===== src/rtl/image_blit_controller.sv =====
// image_blit_controller: centred ROM->frame-buffer blit with x1/x2/x4 upscale.
// Optional clear pass before the copy is enabled by defining BLIT_CLEAR_EN.
module image_blit_controller #(
    parameter int IMG_W   = 160,
    parameter int IMG_H   = 120,
    parameter int FB_W    = 640,
    parameter int FB_H    = 480,
    parameter int DATA_W  = 8,
    parameter int ROM_AW  = 15,
    parameter int RAM_AW  = 19,
    parameter int ROM_LAT = 1
`ifdef BLIT_CLEAR_EN
   ,parameter logic [DATA_W-1:0] BG_COLOR = '0
`endif
) (
    input  logic              clk,
    input  logic              reset_n,
    input  logic              start,
    input  logic [1:0]        scale,
    output logic [ROM_AW-1:0] rom_addr,
    input  logic [DATA_W-1:0] rom_data,
    output logic [RAM_AW-1:0] ram_addr,
    output logic [DATA_W-1:0] ram_data,
    output logic              ram_wren,
    output logic              busy,
    output logic              done
);

    localparam logic [2:0] S_IDLE  = 3'd0;
    localparam logic [2:0] S_CLEAR = 3'd1;
    localparam logic [2:0] S_COPY  = 3'd2;
    localparam logic [2:0] S_DRAIN = 3'd3;
    localparam logic [2:0] S_DONE  = 3'd4;

    localparam int  FB_N = FB_W * FB_H;
    localparam bit  FIT1 = (2 * IMG_W <= FB_W) && (2 * IMG_H <= FB_H);
    localparam bit  FIT2 = (4 * IMG_W <= FB_W) && (4 * IMG_H <= FB_H);
    localparam int  MAX_SHIFT = FIT2 ? 2 : (FIT1 ? 1 : 0);

    localparam int OX0 = (FB_W - IMG_W) / 2;
    localparam int OY0 = (FB_H - IMG_H) / 2;
    localparam int OX1 = (FB_W - 2 * IMG_W) / 2;
    localparam int OY1 = (FB_H - 2 * IMG_H) / 2;
    localparam int OX2 = (FB_W - 4 * IMG_W) / 2;
    localparam int OY2 = (FB_H - 4 * IMG_H) / 2;

    if (IMG_W > FB_W || IMG_H > FB_H) begin : g_err_fit
        $error("image_blit_controller: image larger than frame buffer");
    end
    if ((64'd1 << ROM_AW) < 64'(IMG_W * IMG_H)) begin : g_err_rom
        $error("image_blit_controller: ROM_AW too small");
    end
    if ((64'd1 << RAM_AW) < 64'(FB_N)) begin : g_err_ram
        $error("image_blit_controller: RAM_AW too small");
    end
    if (ROM_LAT < 1 || ROM_LAT > 3) begin : g_err_lat
        $error("image_blit_controller: ROM_LAT must be 1..3");
    end

    logic [2:0]        state_q, state_d;
    logic [1:0]        shift_q, shift_d;
    logic [RAM_AW-1:0] dx_q, dx_d;
    logic [RAM_AW-1:0] dy_q, dy_d;
    logic [RAM_AW-1:0] ox_q, ox_d;
    logic [RAM_AW-1:0] oy_q, oy_d;
    logic [RAM_AW-1:0] xl_q, xl_d;
    logic [RAM_AW-1:0] yl_q, yl_d;
    logic [RAM_AW-1:0] apipe_q [ROM_LAT];
    logic [RAM_AW-1:0] apipe_d [ROM_LAT];
    logic [ROM_LAT-1:0] vpipe_q, vpipe_d;
    logic [ROM_LAT-1:0] lpipe_q, lpipe_d;
`ifdef BLIT_CLEAR_EN
    logic [RAM_AW-1:0] clr_q, clr_d;
`endif

    logic [1:0]        req_shift;
    logic [1:0]        new_shift;
    logic              vld_in;
    logic              last_in;
    logic [RAM_AW-1:0] dest;
    logic [ROM_AW-1:0] src;

    // Source pixel and destination address for the current raster position
    always_comb begin
        dest = (dy_q + oy_q) * RAM_AW'(FB_W) + (dx_q + ox_q);
        src  = ROM_AW'(dy_q >> shift_q) * ROM_AW'(IMG_W)
             + ROM_AW'(dx_q >> shift_q);
    end

    always_comb begin
        state_d   = state_q;
        shift_d   = shift_q;
        dx_d      = dx_q;
        dy_d      = dy_q;
        ox_d      = ox_q;
        oy_d      = oy_q;
        xl_d      = xl_q;
        yl_d      = yl_q;
`ifdef BLIT_CLEAR_EN
        clr_d     = clr_q;
`endif
        vld_in    = 1'b0;
        last_in   = 1'b0;
        req_shift = 2'd0;
        new_shift = 2'd0;

        case (scale)
            2'd1:    req_shift = 2'd1;
            2'd2:    req_shift = 2'd2;
            default: req_shift = 2'd0;
        endcase
        new_shift = (req_shift > 2'(MAX_SHIFT)) ? 2'(MAX_SHIFT) : req_shift;

        case (state_q)
            S_IDLE, S_DONE: begin
                if (start) begin
                    shift_d = new_shift;
                    dx_d    = '0;
                    dy_d    = '0;
                    case (new_shift)
                        2'd1: begin
                            ox_d = RAM_AW'(OX1);
                            oy_d = RAM_AW'(OY1);
                            xl_d = RAM_AW'(2 * IMG_W - 1);
                            yl_d = RAM_AW'(2 * IMG_H - 1);
                        end
                        2'd2: begin
                            ox_d = RAM_AW'(OX2);
                            oy_d = RAM_AW'(OY2);
                            xl_d = RAM_AW'(4 * IMG_W - 1);
                            yl_d = RAM_AW'(4 * IMG_H - 1);
                        end
                        default: begin
                            ox_d = RAM_AW'(OX0);
                            oy_d = RAM_AW'(OY0);
                            xl_d = RAM_AW'(IMG_W - 1);
                            yl_d = RAM_AW'(IMG_H - 1);
                        end
                    endcase
`ifdef BLIT_CLEAR_EN
                    clr_d   = '0;
                    state_d = S_CLEAR;
`else
                    state_d = S_COPY;
`endif
                end
            end
`ifdef BLIT_CLEAR_EN
            S_CLEAR: begin
                clr_d = clr_q + 1'b1;
                if (clr_q == RAM_AW'(FB_N - 1)) begin
                    state_d = S_COPY;
                end
            end
`endif
            S_COPY: begin
                vld_in = 1'b1;
                if (dx_q == xl_q) begin
                    dx_d = '0;
                    if (dy_q == yl_q) begin
                        last_in = 1'b1;
                        state_d = S_DRAIN;
                    end else begin
                        dy_d = dy_q + 1'b1;
                    end
                end else begin
                    dx_d = dx_q + 1'b1;
                end
            end
            S_DRAIN: begin
                if (lpipe_q[ROM_LAT-1]) begin
                    state_d = S_DONE;
                end
            end
            default: state_d = S_IDLE;
        endcase
    end

    // Destination address travels alongside the ROM read
    always_comb begin
        apipe_d[0] = dest;
        vpipe_d[0] = vld_in;
        lpipe_d[0] = last_in;
        for (int i = 1; i < ROM_LAT; i++) begin
            apipe_d[i] = apipe_q[i-1];
            vpipe_d[i] = vpipe_q[i-1];
            lpipe_d[i] = lpipe_q[i-1];
        end
    end

    always_ff @(posedge clk) begin
        if (!reset_n) begin
            state_q <= S_IDLE;
            shift_q <= '0;
            dx_q    <= '0;
            dy_q    <= '0;
            ox_q    <= '0;
            oy_q    <= '0;
            xl_q    <= '0;
            yl_q    <= '0;
            vpipe_q <= '0;
            lpipe_q <= '0;
            for (int i = 0; i < ROM_LAT; i++) begin
                apipe_q[i] <= '0;
            end
`ifdef BLIT_CLEAR_EN
            clr_q   <= '0;
`endif
        end else begin
            state_q <= state_d;
            shift_q <= shift_d;
            dx_q    <= dx_d;
            dy_q    <= dy_d;
            ox_q    <= ox_d;
            oy_q    <= oy_d;
            xl_q    <= xl_d;
            yl_q    <= yl_d;
            vpipe_q <= vpipe_d;
            lpipe_q <= lpipe_d;
            for (int i = 0; i < ROM_LAT; i++) begin
                apipe_q[i] <= apipe_d[i];
            end
`ifdef BLIT_CLEAR_EN
            clr_q   <= clr_d;
`endif
        end
    end

    always_comb begin
        rom_addr = (state_q == S_COPY) ? src : '0;
        ram_wren = vpipe_q[ROM_LAT-1];
        ram_addr = vpipe_q[ROM_LAT-1] ? apipe_q[ROM_LAT-1] : '0;
        ram_data = vpipe_q[ROM_LAT-1] ? rom_data : '0;
`ifdef BLIT_CLEAR_EN
        if (state_q == S_CLEAR) begin
            ram_wren = 1'b1;
            ram_addr = clr_q;
            ram_data = BG_COLOR;
        end
`endif
        // busy drops in the cycle the final pixel is on the bus
        busy = (state_q == S_CLEAR) || (state_q == S_COPY)
            || ((state_q == S_DRAIN) && !lpipe_q[ROM_LAT-1]);
        done = (state_q == S_DONE);
    end

endmodule


===== config.mk =====
export PLATFORM = sky130hd
export DESIGN_NAME = image_blit_controller
export DESIGN_NICKNAME = d
export VERILOG_FILES = /design/src/rtl/image_blit_controller.sv
export SDC_FILE = /design/constraint.sdc
export NUM_CORES = 1
export LEC_CHECK = 0
export ABC_AREA = 0
export CAP_MARGIN = 20
export CORE_MARGIN = 2
export CORE_UTILIZATION = 50
export CTS_BUF_LIST = sky130_fd_sc_hd__clkbuf_4 sky130_fd_sc_hd__clkbuf_8
export DETAILED_ROUTE_END_ITERATION = 10
export GPL_TIMING_DRIVEN = 1
export MAX_ROUTING_LAYER = met4
export PLACE_DENSITY = 0.78
export SLEW_MARGIN = 20
export SYNTH_ARGS = -nofsm -noshare
export SYNTH_HDL_FRONTEND = slang
export SYNTH_SLANG_ARGS = --single-unit

===== constraint.sdc =====
create_clock -name clk -period 13.9 [get_ports clk]
set_input_delay 2.085 -clock clk [delete_from_list [all_inputs] [get_ports clk]]
set_output_delay 2.085 -clock clk [all_outputs]
set_load 0.05 [all_outputs]

* Yosys cells after proc, flatten, opt, wreduce, memory -nomap -nowiden
Memory sizes are Yosys's and may differ from the RTL's.
Cells that the tools add are included.
** Operators by class
- Magnitude comparators :: 1
- Eq/ne operators :: 15
- Reduce and logical (&&, ||, !) cells :: 13
- Multiply operators :: 2
- Mux-type cells :: 26
- Shift operators :: 2
- $add $sub $neg :: 6
** Operators by type and width (number)
- $mux 19 :: 6
- $pmux 19 s2 :: 2
- $add 19x19->19 :: 3
- $add 19x1->19 const B :: 2
- $eq 19x19->1 :: 2
- $shr 19x2->15 :: 2
- $pmux 8 s2 :: 2
- $pmux 10 s2 :: 1
- $mul 19x3->12 const B :: 1
- $reduce_or 19->1 :: 1
- $pmux 9 s2 :: 1
- $add 15x15->15 :: 1
- $mul 15x3->10 const B :: 1
- $mux 15 :: 1
- $mux 3 :: 4
- $ne 2x2->1 const B :: 5
- $pmux 3 s3 :: 1
- $mux 8 :: 1
- $reduce_and 4->1 :: 2
- $eq 3x2->1 const B :: 2
- $mux 1 :: 5
- $eq 2x1->1 const B :: 2
- $eq 2x2->1 const B :: 2
- $pmux 2 s2 :: 1
- other kinds (12) :: 14
** Word-level totals
- Memories kept :: 1
- Bits in writable memories :: 19
- Bits in registers :: 121
- Input bits :: 13
** Memory list
- apipe_q :: depth 1, bits a word 19, rd ports 1, clocked after memory_dff 0, write ports 1, line 68 : logic [RAM_AW-1:0] apipe_q [ROM_LAT];

* Depth between registers and ports, before layout
- Depth after elaboration :: 6
- Mapped depth :: 25

* Worst setup path after synthesis
Ideal clock, no wire load.
- Path kind :: register -> output
- From :: reg shift_q[1]
- To :: out rom_addr[12]
- Slack :: 7.311 ns
- Data arrival time :: 4.504 ns
- Stages on the path, launching flop included :: 16
- Path buffers :: 3
- Cells stage by stage :: dfxtp_1 buf_2 buf_1 buf_1 mux4_2 ha_1 ha_1 inv_1 fa_1 nor2b_1 o21ai_0 a21boi_0 nor2_1 ha_1 or3_1 a21oi_1
** On the way
- Word-level cells in the longest chain between the ends :: 4
** RTL lines
- start, declared :: line 61 : logic [1:0] shift_q, shift_d;
- start signal, assigned :: line 211 : shift_q <= shift_d;
- $shr 19x2->15 :: line 86 : src = ROM_AW'(dy_q >> shift_q) * ROM_AW'(IMG_W)
- $mul 15x3->10 :: line 86
- $add 15x15->15 * :: line 87 : + ROM_AW'(dx_q >> shift_q);
- $mux 15 * :: line 230 : rom_addr = (state_q == S_COPY) ? src : '0;
- end, declared :: line 20 : output logic [ROM_AW-1:0] rom_addr,
Every way passes the cells marked *; elsewhere a longest branch is shown, timed or not.

* Worst setup path after layout
- From :: reg shift_q[0]
- To :: out rom_addr[13]
The elaborated chain is that of the path after synthesis.

==> impl_results.md <==
* Dpl cells at 882
* Port bufs at 57
* Max frequency at 135.8 MHz
* Post-synthesis cell area at 6120 um^2
* Final Power at 0.4802 mW
* Skew final at 0.01600 ns
* Global Route Usage Sum at 24.23%
* Startpoint Class: flop
* Worst setup path start: shift_q[0]
* # hold bufs at CTS at 0
* Sinks on the clock net at 69
* Die area at 13140 um^2
* Hold Startpoint: dx_q[18]
* Clock root cell: clkbuf_8
* CP max FO at 32
* Yosys cell types at 51
* Final ANT Viol Nets at 0
* Worst skew pair latency at 0.36 ns
* Max-Cap Viols at 0
* Synth Register Bits at 69
* CTS resizes at 0
* Initial antenna violation count at 0
* Clock Path Buffers at 2
* DRC Markers at 0
* Dpl hpwl at 11.03 mm
* Final WL at 14.73 mm
* Asr flop ratio synth at 0%
* Syn_area_per_cell at 8.535 um^2
* CTS tree: done
* Die X at 114.6 um
* Mapped Cells at 717
* Ys flop type: dfxtp_1
* Hold Fails Final Rpt at 0
* CTS H-tree lvls at 3
* Status: finished, final reports clean
* RSZ-0062 raised after global routing: false
* Final setup margin at 6.536 ns
* Starting Density at 51.16%
* Dpl ws at 6.963 ns
* Crit path top cell by count: ha_1
* Largest net degree at the start of global routing at 53
* Fin nets at 842
* Period utilization at 52.98%
* Hold slack at 0.5190 ns
* Critical path class: flop to output port
* Fin util at 57.80%
* Vias in the first global route at 5183
* Required time of the critical path at 11.81 ns
* Slowest CP cell: clkdlybuf4s50_1
* Crit. End Element: output port
* Leakage at 3.110 nW
* First-pass GRT wire length at 24.96 mm
* Power Density at 69.45 nW/um^2
* Layout cells sized above 1 at 6.400%
* Setup Fix Bufs, Post-CTS at 0
* Net Count, Synth at 813
* IO Pins at 58
* Endpoints failing setup at 0
* Global placer's final weighted congestion at 0.9419
* DRT iter0 DRCs at 409
* N_diodes at 0
* Synth Warn # at 0
* WP data arrival at 5.28 ns
* Final min period at 7.364 ns
* Vias at 5321
* Worst IR Drop VDD at 58.19 uV
* Hold crit path type: flop to flop
* Core Area at 11960 um^2
* Register area share after synthesis at 22.57%
* Die H at 114.6 um
* Setup TNS at 0 ns
* Routed vias/inst at 5.932
* Final Cell Area at 6914 um^2
* Drt wl/cell at 16.42 um
* Most frequent cells in the layout: ha_1, dfxtp_1, clkdlybuf4s50_1
* Standard-cell rows at 40
* Clk pin slew, worst setup/hold paths at 0.07 ns
* Slew Viols, Final at 0
* EDFF count, synth at 0
* Total CTS buffers at 9
* Actual slew at the worst max-slew pin at 0.7999 ns
* Reg-to-reg startpoint: shift_q[0]
* Max_slew headroom at 46.67%
* Fin cells at 897
* Placed inst area at 6723 um^2
* Grt total ovfl at 0
* Area growth, synth to finish at 12.98%
* Commonest non-fill, non-tap cell in the layout: ha_1
* Crit path largest cell delay at 0.80 ns
* Drt pass-1 iters at 5
* Cells along the critical path: buf_4 > mux4_2 > ha_1 > ha_1 > inv_1 > fa_1 > nor2b_1 > o21ai_0 > a21boi_0 > nor2_1 > ha_1 > a2111oi_0 > nor3_1 > xor2_1 > and2_1 > clkdlybuf4s50_1
-- cell type report --
class	instances	area [um^2]
clock buffers	11	151.4
clock inverters	4	32.53
fillers	1079	5047
inverters	24	90.09
multi-input cells	582	4482
flip-flops and latches	69	1381
well taps	147	183.9
repair buffers	60	593.1
-- metal layers --
metal	up-vias	GRT usage [%]	wire length (um)
met2	192	38.38	6839
met1	2500	32.34	6622
li1	2594	-	-
met5	-	-	0
met3	35	2.012	844
met4	0	9.268	422
-- where the power goes --
group          internal [mW]  leakage, nW  switching, mW
Combinational         0.0429         2.46         0.0681
Clock                 0.0745       0.0880         0.0817
Sequential             0.204        0.559        0.00878
Total                  0.322         3.11          0.159
-- path summary, 6_finish.rpt --
check	end	slack, ns	depth (start not counted)
worst max register to register	apipe_q[0][18]	8.59	23
worst min-delay path	dx_q[18]	0.52	2
worst min register to register	dx_q[18]	0.52	2
worst max-delay path	rom_addr[13]	6.54	16
-- worst max-delay path, delay by kind of cell (launching register included) --
kind | cells | cell delay, ns
flops | 1 | 0.31
simple gates | 4 | 0.52
buf+inv | 3 | 1.26
fa+ha+maj | 4 | 1.12
mux | 1 | 0.63
xor+xnor | 1 | 0.16
compound gates | 3 | 0.93
-- Yosys cell counts, drive strengths merged, types with 4 or more instances --
master	count	area share (%)
nand2b	10	1.0
inv	24	1.5
o211ai	5	0.61
a31oi	6	0.61
dfxtp	69	23
a211oi	7	0.94
nand4	10	1.0
and2	52	5.3
nor2	54	3.3
xnor2	32	4.6
nor4	8	1.0
fa	6	2.0
clkbuf	27	1.7
mux4	21	7.7
o211a	7	1.1
ha	77	16
buf	15	1.2
xor2	30	4.3
o21ai	31	2.5
and3	21	2.1
nand3b	4	0.49
a21boi	15	1.8
nor2b	14	1.4
or2	4	0.41
a21oi	29	2.4
nand2	53	3.3
o21a	8	0.98
nand3	25	2.0
nor3	18	1.5
a21o	11	1.3
-- cells by family after synthesis --
family	after synthesis	synth area share [%]
DFF	69	22.57
AOI/OAI and AO/OA	131	14.09
muxes	26	8.587
and+or+nand+nor	280	23.80
buffers and inverters	66	4.375
xor gates and xnor gates	62	8.873
adders and majority gates	83	17.71
-- registers in the layout (all words and copies together), names as in the netlist --
name	flops
dx_q	19
apipe_q	19
ram_wren	1
dy_q	19
xl_q	1
shift_q	2
yl_q	4
lpipe_q	1
state_q	3
Note: power is estimated with default switching activity, not from simulation.
